`config.mk`:
```
export PLATFORM = sky130hd
export DESIGN_NAME = gmm_view_mode_ctrl
export DESIGN_NICKNAME = d
export VERILOG_FILES = /design/src/rtl/gmm_view_mode_ctrl.sv
export SDC_FILE = /design/constraint.sdc
export NUM_CORES = 1
export LEC_CHECK = 0
export BUFFER_PORTS_ARGS = -buffer_cell sky130_fd_sc_hd__buf_2
export CORE_MARGIN = 5
export CORE_UTILIZATION = 61
export DETAILED_ROUTE_END_ITERATION = 10
export PLACE_DENSITY = 0.84
export SETUP_SLACK_MARGIN = 0.1
export SYNTH_ARGS = -nofsm -noshare
export SYNTH_HDL_FRONTEND = slang
export SYNTH_SLANG_ARGS = --single-unit
```
`constraint.sdc`:
```
create_clock -name clk -period 4.3 [get_ports clk]
set_input_delay 0.86 -clock clk [delete_from_list [all_inputs] [get_ports clk]]
set_output_delay 0.86 -clock clk [all_outputs]
set_load 0.05 [all_outputs]
```
`src/rtl/gmm_view_mode_ctrl.sv`:
```
// gmm_view_mode_ctrl: display-mode select for the GMM foreground visor.
// Button/auto requests are applied only on a video SOP beat.
module gmm_view_mode_ctrl #(
    parameter int DEBOUNCE_CYCLES = 500000,
    parameter int AUTO_FRAMES     = 0,
    parameter int NUM_MODES       = 3
) (
    input  logic        clk,
    input  logic        rst,
    input  logic        btn_n,
    input  logic        auto_en,
    input  logic        mon_valid,
    input  logic        mon_ready,
    input  logic        mon_sop,
    input  logic        mon_eop,
    input  logic [3:0]  mon_type,
    output logic [1:0]  sw,
    output logic        pending,
    output logic [15:0] frame_cnt
);

    localparam int DBW = $clog2(DEBOUNCE_CYCLES);
    localparam int AFW = (AUTO_FRAMES > 1) ? $clog2(AUTO_FRAMES) : 1;
    localparam logic [DBW-1:0] DB_LAST = DBW'(DEBOUNCE_CYCLES - 1);
    localparam logic [AFW-1:0] AF_LAST =
        AFW'((AUTO_FRAMES > 0) ? AUTO_FRAMES - 1 : 0);
    localparam logic [1:0] MODE_LAST = 2'(NUM_MODES - 1);
    localparam logic       AUTO_ON   = (AUTO_FRAMES > 0);

    typedef enum logic [1:0] {
        ST_IDLE,
        ST_VIDEO,
        ST_OTHER
    } state_t;

    state_t           r_state;
    state_t           w_state_nxt;
    logic             r_sync1;
    logic             r_sync2;
    logic             r_deb;
    logic [DBW-1:0]   r_db_cnt;
    logic [AFW-1:0]   r_auto_cnt;
    logic [1:0]       r_req;
    logic [1:0]       r_sw;
    logic             r_pending;
    logic [15:0]      r_frame_cnt;

    logic             w_sop_beat;
    logic             w_eop_beat;
    logic             w_vid_sop;
    logic             w_frame_done;
    logic             w_db_hit;
    logic             w_press;
    logic             w_auto_on;
    logic             w_auto_adv;
    logic             w_adv;
    logic [1:0]       w_req_nxt;

    assign w_sop_beat = mon_valid & mon_ready & mon_sop;
    assign w_eop_beat = mon_valid & mon_ready & mon_eop;
    assign w_vid_sop  = w_sop_beat & (mon_type == 4'd0);

    // A level change is accepted on its DEBOUNCE_CYCLES-th stable cycle.
    assign w_db_hit   = (r_sync2 != r_deb) && (r_db_cnt == DB_LAST);
    assign w_press    = w_db_hit & r_deb;

    assign w_auto_on  = AUTO_ON & auto_en;
    assign w_auto_adv = w_auto_on & w_frame_done & (r_auto_cnt == AF_LAST);
    assign w_adv      = w_press | w_auto_adv;
    assign w_req_nxt  = (r_req == MODE_LAST) ? 2'd0 : r_req + 2'd1;

    // A SOP beat always starts a new packet, discarding any open one.
    always_comb begin
        w_state_nxt  = r_state;
        w_frame_done = 1'b0;
        if (w_sop_beat) begin
            if (mon_eop) begin
                w_state_nxt  = ST_IDLE;
                w_frame_done = (mon_type == 4'd0);
            end else if (mon_type == 4'd0) begin
                w_state_nxt = ST_VIDEO;
            end else begin
                w_state_nxt = ST_OTHER;
            end
        end else if (w_eop_beat) begin
            w_state_nxt  = ST_IDLE;
            w_frame_done = (r_state == ST_VIDEO);
        end
    end

    always_ff @(posedge clk or posedge rst) begin
        if (rst) begin
            r_state <= ST_IDLE;
        end else begin
            r_state <= w_state_nxt;
        end
    end

    always_ff @(posedge clk or posedge rst) begin
        if (rst) begin
            r_sync1  <= 1'b1;
            r_sync2  <= 1'b1;
            r_deb    <= 1'b1;
            r_db_cnt <= '0;
        end else begin
            r_sync1 <= btn_n;
            r_sync2 <= r_sync1;
            if (r_sync2 == r_deb) begin
                r_db_cnt <= '0;
            end else if (r_db_cnt == DB_LAST) begin
                r_deb    <= r_sync2;
                r_db_cnt <= '0;
            end else begin
                r_db_cnt <= r_db_cnt + DBW'(1);
            end
        end
    end

    always_ff @(posedge clk or posedge rst) begin
        if (rst) begin
            r_auto_cnt  <= '0;
            r_req       <= 2'd0;
            r_sw        <= 2'd0;
            r_pending   <= 1'b0;
            r_frame_cnt <= 16'd0;
        end else begin
            if (!w_auto_on) begin
                r_auto_cnt <= '0;
            end else if (w_frame_done) begin
                r_auto_cnt <= (r_auto_cnt == AF_LAST) ? '0
                            : r_auto_cnt + AFW'(1);
            end
            if (w_adv) begin
                r_req <= w_req_nxt;
            end
            if (w_vid_sop) begin
                r_sw <= r_req;
            end
            r_pending <= (r_req != r_sw);
            if (w_frame_done) begin
                r_frame_cnt <= r_frame_cnt + 16'd1;
            end
        end
    end

    assign sw        = r_sw;
    assign pending   = r_pending;
    assign frame_cnt = r_frame_cnt;

endmodule

```
# Word-level counts from Yosys, hierarchy flattened
# Index checks and enable logic that the tools add are counted.
# word_totals
regBits,45
elab_cells,38
# classes
n_eq_ne,6
bitwise,6
addsub,3
mux,10
n_reduce_logical,4
# ops
op,count
$mux 19,2
$add 19x1->19 const B,1
$eq 19x19->1 const B,1
$add 16x1->16 const B,1
$mux 2,5
$and 1x1->1,5
$logic_not 4->1,1
$mux 1,3
$add 2x1->2 const B,1
$eq 2x1->1 const B,1
$eq 2x2->1 const B,1
$ne 2x2->1,1
$reduce_and 2->1,1
$reduce_bool 2->1,1
$eq 1x1->1,1
$logic_and 1x1->1,1
$ne 1x1->1,1
$not 1->1,1

# Logic depth before layout (Yosys ltp)
# Gate-level depths: netlist of run 1.
# logic_depth
ltp_word,4
depth_mapped,6

# Worst setup path before layout of run 1
# OpenSTA, ideal clock, no wires.
# synth_path
kind,input port to flip-flop
start,input mon_type[1]
end,"register r_frame_cnt[1], in the netlist frame_cnt[1]"
path_slack_ns,2.222
required_ns,4.172
n_path_buf,1
stages,5
arrival_time_ns,1.950
path_cell_list,nor4_4 > a32o_1 > buf_2 > nand2_1 > mux2_1
# synth_between
elab_chain_len,3
# synth_rtl
element,line,rtl
"start, declared",16,"input logic [3:0] mon_type,"
$logic_not 4->1,79,w_frame_done = (mon_type == 4'd0);
$mux 1,77,if (mon_eop) begin
$mux 1,76,if (w_sop_beat) begin
"end signal, assigned",141,r_frame_cnt <= r_frame_cnt + 16'd1;
"end, declared",46,logic [15:0] r_frame_cnt;
# Every way passes these cells.
# A chain may end at the register's enable or synchronous reset.

# Final worst setup path of run 1
# Same ends and word-level chain as after synthesis.

==> results.py, run 1 <==
metrics = {
    "outcome": {
        "run_status": "finished, final reports clean",
    },
    "setup_path": {
        "critPathLaunch": "mon_type[1]",
        "timing.critical_path.required_ns": 4.48,
        "timing.reg2reg.setup_slack_ns": 2.33,
        "worstPathArrival_ns": 2.27,
        "path_max_fanout": 10,
        "timing.rr.start": "r_db_cnt[11]",
        "cp-endpoint": "frame_cnt[1]",
        "crit_type": "primary input to register",
        "r2r.worst_path.cells": 4,
        "crit_path_end_kind": "register",
        "timing.critical_path.from_type": "primary input",
        "critical_path.reg2reg.endpoint": "r_db_cnt[14]",
    },
    "logic_synthesis": {
        "mappedNetlistArea_um2": 2230,
        "synth_cell_type_count": 39,
        "synthesis.area_per_instance_um2": 10.7,
        "mappedNetlistNets": 223,
        "post-synth-top-area-fraction": 0.471,
        "yosys_warns": 0,
        "synth_top_cells_by_area": "dfrtp_1 (47%), xnor2_1 (11%), nor2_1 (4.4%)",
        "netlist_instances": 209,
        "yosysTopAreaCell": "dfrtp_1",
        "ys_seq_elements": 45,
        "sequential_area_share_after_synthesis": 0.507,
    },
    "floorplan": {
        "ioPinCount": 31,
        "floorplan.die.height_um": 70.5,
        "placementRows": 22,
        "die_area_um2": 4960,
        "placeableCoreArea_um2": 3610,
        "die_x_um": 70.5,
        "starting_density_of_the_core": 0.618,
    },
    "clock_network": {
        "cts_buffer_depth": 2,
        "post_cts.repair.setup_buffers": 0,
        "cts.reportedPaths.clkPinSlew_ns": 0.08,
        "clock_tree_from_tritoncts": "yes",
        "cts_inserted_buffers": 5,
        "clock_tree.root_cell": "clkbuf_8",
        "clock-sinks": 45,
        "holdBufCountCts": 0,
        "clk_latency_ns": 0.30,
        "cts_resized": 0,
        "htree_num_levels": 2,
    },
    "route": {
        "postRouteWirelength_um": 4100,
        "drtAntennaViolNets": 0,
        "drt-pass1-iter-count": 4,
        "drt_drc_violations_left": 0,
        "routed_wire_length_per_instance_um": 14.1,
        "routed-via-count": 1650,
        "drt_iter0_drc": 169,
        "detail_route.vias_per_cell": 5.69,
    },
    "power": {
        "power.switching_uw": 183,
        "switching_share": 0.213,
        "peakVddDrop_mv": 0.279,
        "seq_power_share": 0.513,
        "static_power_due_to_leakage_uw": 0.00112,
        "combPwrFrac": 0.055,
        "report.power.total_uw": 859,
        "power_density_nw_per_um2": 336,
        "power_frac_clock": 0.433,
        "p_int_uw": 676,
    },
    "timing": {
        "setup_viol": 0,
        "hold_slack_ns": 0.359,
        "final.setup_skew_ns": 0.00417,
        "min_period_over_period": 0.486,
        "rsz0062_at_grt": "false",
        "timing.final.crit_period_ns": 2.09,
        "worstMarginPinSlew_ns": 0.702,
        "timing.final.hold_violations": 0,
        "setup_total_negative_slack_ns": 0,
        "postLayoutSetupSlackWorst_ns": 2.21,
        "maxSlewHeadroom": 0.532,
        "timing_max_transition_violations_final": 0,
        "fmax_ghz": 0.479,
    },
    "cells_and_area": {
        "antenna_cells_inserted": 0,
        "areaGrowthSynthToFinish_pct": 14.6,
        "layout_filler_cell_count": 271,
        "commonest_non_fill_non_tap_cell_in_the_layout": "dfrtp_1",
        "most_used_cells_in_the_layout_excluding_fill_and_tap_cells": "dfrtp_1 (42), buf_2 (29), xnor2_1 (27)",
        "final_layout_size_suffix_gt1_frac": 0.207,
        "postLayoutCoreUtil": 0.709,
        "finalNetCount": 255,
    },
    "place": {
        "io_buffer_count": 29,
        "post-place-ws_ns": 1.90,
        "place.detailed.hpwl_um": 2920,
        "routabilityCongestion": 0.843,
    },
    "hold_path": {
        "hold_path_class": "register to register",
    },
    "global_routing": {
        "antenna_found_initial": 0,
        "grt_use_total": 0.188,
        "vias_in_the_first_global_route": 1715,
        "grt_first_pass_wirelength_um": 7460,
        "grt_start_max_net_pins": 46,
        "grt.overflow.total": 0,
    },
    "job": {
        "timing.max_cap.violations": 0,
    },
}
-- how the worst min path moves through the flow --
| stage | cells after the start | endpoint | startpoint |
|---|---|---|---|
| 2_1_floorplan | 0 | r_sync2 | r_sync1 |
| 3_3_place_gp | 0 | r_sync2 | r_sync1 |
| 3_5_place_dp | 0 | r_sync2 | r_sync1 |
| 4_1_cts | 0 | r_sync2 | r_sync1 |
| 5_1_grt | 0 | r_sync2 | r_sync1 |
| 6_report | 0 | r_sync2 | r_sync1 |
-- metal layers --
layer | vias up | global-route usage | wire [um]
met5 | - | 0 | 0
met4 | 0 | 0.0723 | 74
met3 | 5 | 0.0446 | 156
met2 | 31 | 0.321 | 2140
met1 | 811 | 0.228 | 1730
li1 | 803 | - | -
-- state kept, by name (all words and copies together) (netlist names) --
register,cells
r_req,2
pending,1
r_sync2,1
r_state,2
frame_cnt,16
r_sync1,1
sw,2
r_deb,1
r_db_cnt,19
-- logic make-up (layout without fill, tap and decap cells) --
family,count (synthesis),count (layout),synth area share
adder cells (fa/ha/maj),2,2,0.0112
flip-flops,45,45,0.507
buffers and inverters,13,46,0.0230
AO/OA/AOI/OAI,15,15,0.0505
XOR/XNOR,33,33,0.130
AND/OR/NAND/NOR,95,95,0.249
multiplexers,6,6,0.0303
-- Yosys cell counts (all sizes together) --
library cell / count
dfrtp: 42
xnor2: 27
nor2: 26
nand3: 17
nand4: 14
nand2: 9
inv: 8
nor4: 7
mux2: 6
xor2: 6
and3: 5
nor3: 5
o21ai: 4
a2111oi: 3
a21oi: 3
clkbuf: 3
dfstp: 3
nor4b: 3
and2: 2
buf: 2
ha: 2
o41ai: 2
a211o: 1
a21o: 1
a32o: 1
and4: 1
nand2b: 1
nor2b: 1
nor4bb: 1
or2: 1
or3b: 1
or4b: 1
-- through the flow --
stage	std cells	area, um^2
after global placement	282	2420
after floorplan	209	2230
after detailed placement	282	2420
after CTS	290	2550
final	290	2550
after global routing	290	2550
-- area by class of cell --
cell class	instances	area (um^2)	share of cell area
timing repair buffer	30	153	0.0597
tap	48	60.1	0.0235
inverter	8	30.0	0.0118
sequential	45	1130	0.442
clock buffer	5	68.8	0.0269
multi-input combinational	151	1050	0.410
clock inverter	3	65.1	0.0255
-- worst max-delay path, cell delays in order --
cell and delay, ns:
buf_2 0.11, nor4_4 0.39, a32o_1 0.41, nand2_1 0.16
mux2_1 0.33
-- power by group through the flow --
stage | sequential (uW) | combinational (uW) | clock [uW]
2_1_floorplan | 456 | 22.6 | 0
3_3_place_gp | 449 | 46.2 | 0
3_5_place_dp | 449 | 48.4 | 0
4_1_cts | 440 | 48.3 | 382
5_1_grt | 442 | 53.5 | 399
6_report | 440 | 46.8 | 371
Power figures use the tool's default switching activity.
==> inputs of run 2 (changes only) <==
Settings changed: CORE_UTILIZATION 61 to 51, PLACE_DENSITY 0.84 to 0.75.
Clock period 4.3 ns to 1.9 ns, I/O delays scaled along.
==> run 2 against run 1 <==
Effect of this change:
- sequential power up 130%
- clock skew up 0.0050 ns
- worst hold slack got worse by 0.27 ns
- register-to-register slack got worse by 2.2 ns
- via count increased by 4.8%
- critical endpoint is now r_req[1]
- largest cell class unchanged
==> results.py, run 2 (synthesis results as in run 1) <==
metrics = {
    "clock_network": {
        "cts.reportedPaths.clkPinSlew_ns": 0.09,
        "holdBufCountCts": 0,
        "clock_tree_from_tritoncts": "yes",
        "clock-sinks": 45,
        "clk_latency_ns": 0.30,
        "cts_buffer_depth": 2,
        "htree_num_levels": 2,
        "clock_tree.root_cell": "clkbuf_8",
        "cts_inserted_buffers": 5,
    },
    "global_routing": {
        "antenna_found_initial": 0,
        "grt.overflow.total": 0,
        "grt_use_total": 0.163,
        "vias_in_the_first_global_route": 1730,
        "grt_first_pass_wirelength_um": 7800,
        "grt_start_max_net_pins": 23,
    },
    "cells_and_area": {
        "postLayoutCoreUtil": 0.632,
        "areaGrowthSynthToFinish_pct": 21.7,
        "layout_filler_cell_count": 352,
        "largest_register_ffs": 19,
        "seqCellArea_um2": 1130,
        "finalNetCount": 268,
        "multiInputGateArea_um2": 1090,
        "commonest_non_fill_non_tap_cell_in_the_layout": "dfrtp_1",
        "antenna_cells_inserted": 0,
        "final_layout_size_suffix_gt1_frac": 0.275,
        "largest-register": "r_db_cnt",
        "most_used_cells_in_the_layout_excluding_fill_and_tap_cells": "dfrtp_1 (41), buf_2 (29), xnor2_1 (27)",
    },
    "timing": {
        "timing_max_transition_violations_final": 0,
        "timing.final.hold_violations": 0,
        "final.setup_skew_ns": 0.00914,
        "setup_viol": 0,
        "fmax_ghz": 0.574,
        "setup_total_negative_slack_ns": 0,
        "worstMarginPinSlew_ns": 0.700,
        "maxSlewHeadroom": 0.530,
        "min_period_over_period": 0.916,
        "rsz0062_at_grt": "false",
        "timing.final.crit_period_ns": 1.74,
    },
    "route": {
        "drtAntennaViolNets": 0,
        "drt_iter0_drc": 133,
        "postRouteWirelength_um": 4540,
        "routed-via-count": 1729,
        "detail_route.vias_per_cell": 5.63,
        "drt-pass1-iter-count": 4,
        "routed_wire_length_per_instance_um": 14.8,
        "drt_drc_violations_left": 0,
    },
    "setup_path": {
        "crit_type": "register to register",
        "path_max_fanout": 4,
        "crit_path_end_kind": "register",
        "worstPathArrival_ns": 1.93,
        "timing.reg2reg.setup_slack_ns": 0.16,
        "timing.critical_path.from_type": "register",
        "timing.critical_path.required_ns": 2.09,
    },
    "floorplan": {
        "placeableCoreArea_um2": 4290,
        "starting_density_of_the_core": 0.519,
        "die_x_um": 76.1,
        "floorplan.die.height_um": 76.1,
        "ioPinCount": 31,
        "die_area_um2": 5790,
        "placementRows": 24,
    },
    "place": {
        "io_buffer_count": 29,
        "place.detailed.hpwl_um": 3210,
        "routabilityCongestion": 0.800,
    },
    "power": {
        "static_power_due_to_leakage_uw": 0.00121,
        "peakVddDrop_mv": 0.862,
        "power_density_nw_per_um2": 725,
    },
    "job": {
        "timing.max_cap.violations": 0,
    },
    "hold_path": {
        "hold_path_class": "primary input to async pin",
    },
    "outcome": {
        "run_status": "finished, final reports clean",
    },
}
[run 2: final timing paths]
check / from / end / cells past startpoint
max: r_db_cnt[0] / r_req[1] / 5
min: rst / r_state[0] / 2
max reg2reg: r_db_cnt[0] / r_req[1] / 5
min reg2reg: r_sync1 / r_sync2 / 0
max in group asynchronous: rst / r_deb / 3
min in group clk: btn_n / r_sync1 / 1
[run 2: critical path: stages (launching register included)]
cell	delay, ns
dfrtp_1	0.42
ha_2	0.24
and3_4	0.23
nand2b_4	0.08
nor4b_4	0.33
mux2_1	0.35
[run 2: per-layer routing]
layer | wire length (um) | part of all wire | global-route usage
met1 | 2000 | 0.44 | 0.203
met2 | 2330 | 0.51 | 0.279
met3 | 150 | 0.033 | 0.0449
met4 | 55 | 0.012 | 0.0402
met5 | 0 | 0 | 0
[run 2: area by class of cell]
type	instances	area share
Sequential cell	45	0.417
Multi-Input combinational cell	151	0.402
Clock inverter	3	0.0240
Timing Repair Buffer	43	0.0969
Inverter	8	0.0111
Clock buffer	5	0.0254
Tap cell	52	0.0240
[run 2: power breakdown]
group	internal [uW]	switching [uW]	leakage [uW]
sequential	977	22.9	0.000611
combinational	41.2	78.4	0.000530
clock	522	326	0.0000681
[run 2: metrics by stage]
stage | hold slack, ns | power [uW] | worst slack (ns) | cells | area (um^2)
2_1_floorplan | 0.345 | 1080 | 0.150 | 209 | 2230
3_3_place_gp | 0.346 | 1130 | 0.0798 | 297 | 2520
3_5_place_dp | 0.347 | 1130 | 0.0621 | 297 | 2520
4_1_cts | 0.107 | 1980 | 0.104 | 305 | 2660
5_1_grt | 0.115 | 2060 | 0.0821 | 307 | 2710
6_report | 0.0919 | 1970 | 0.159 | 307 | 2710
[run 2: what timing repair did]
action,4_1_cts,5_1_grt
setup endpoints to repair,2,21
buffers inserted,0,2
gates resized for setup,1,8
pin swaps,0,1
cloned,0,0
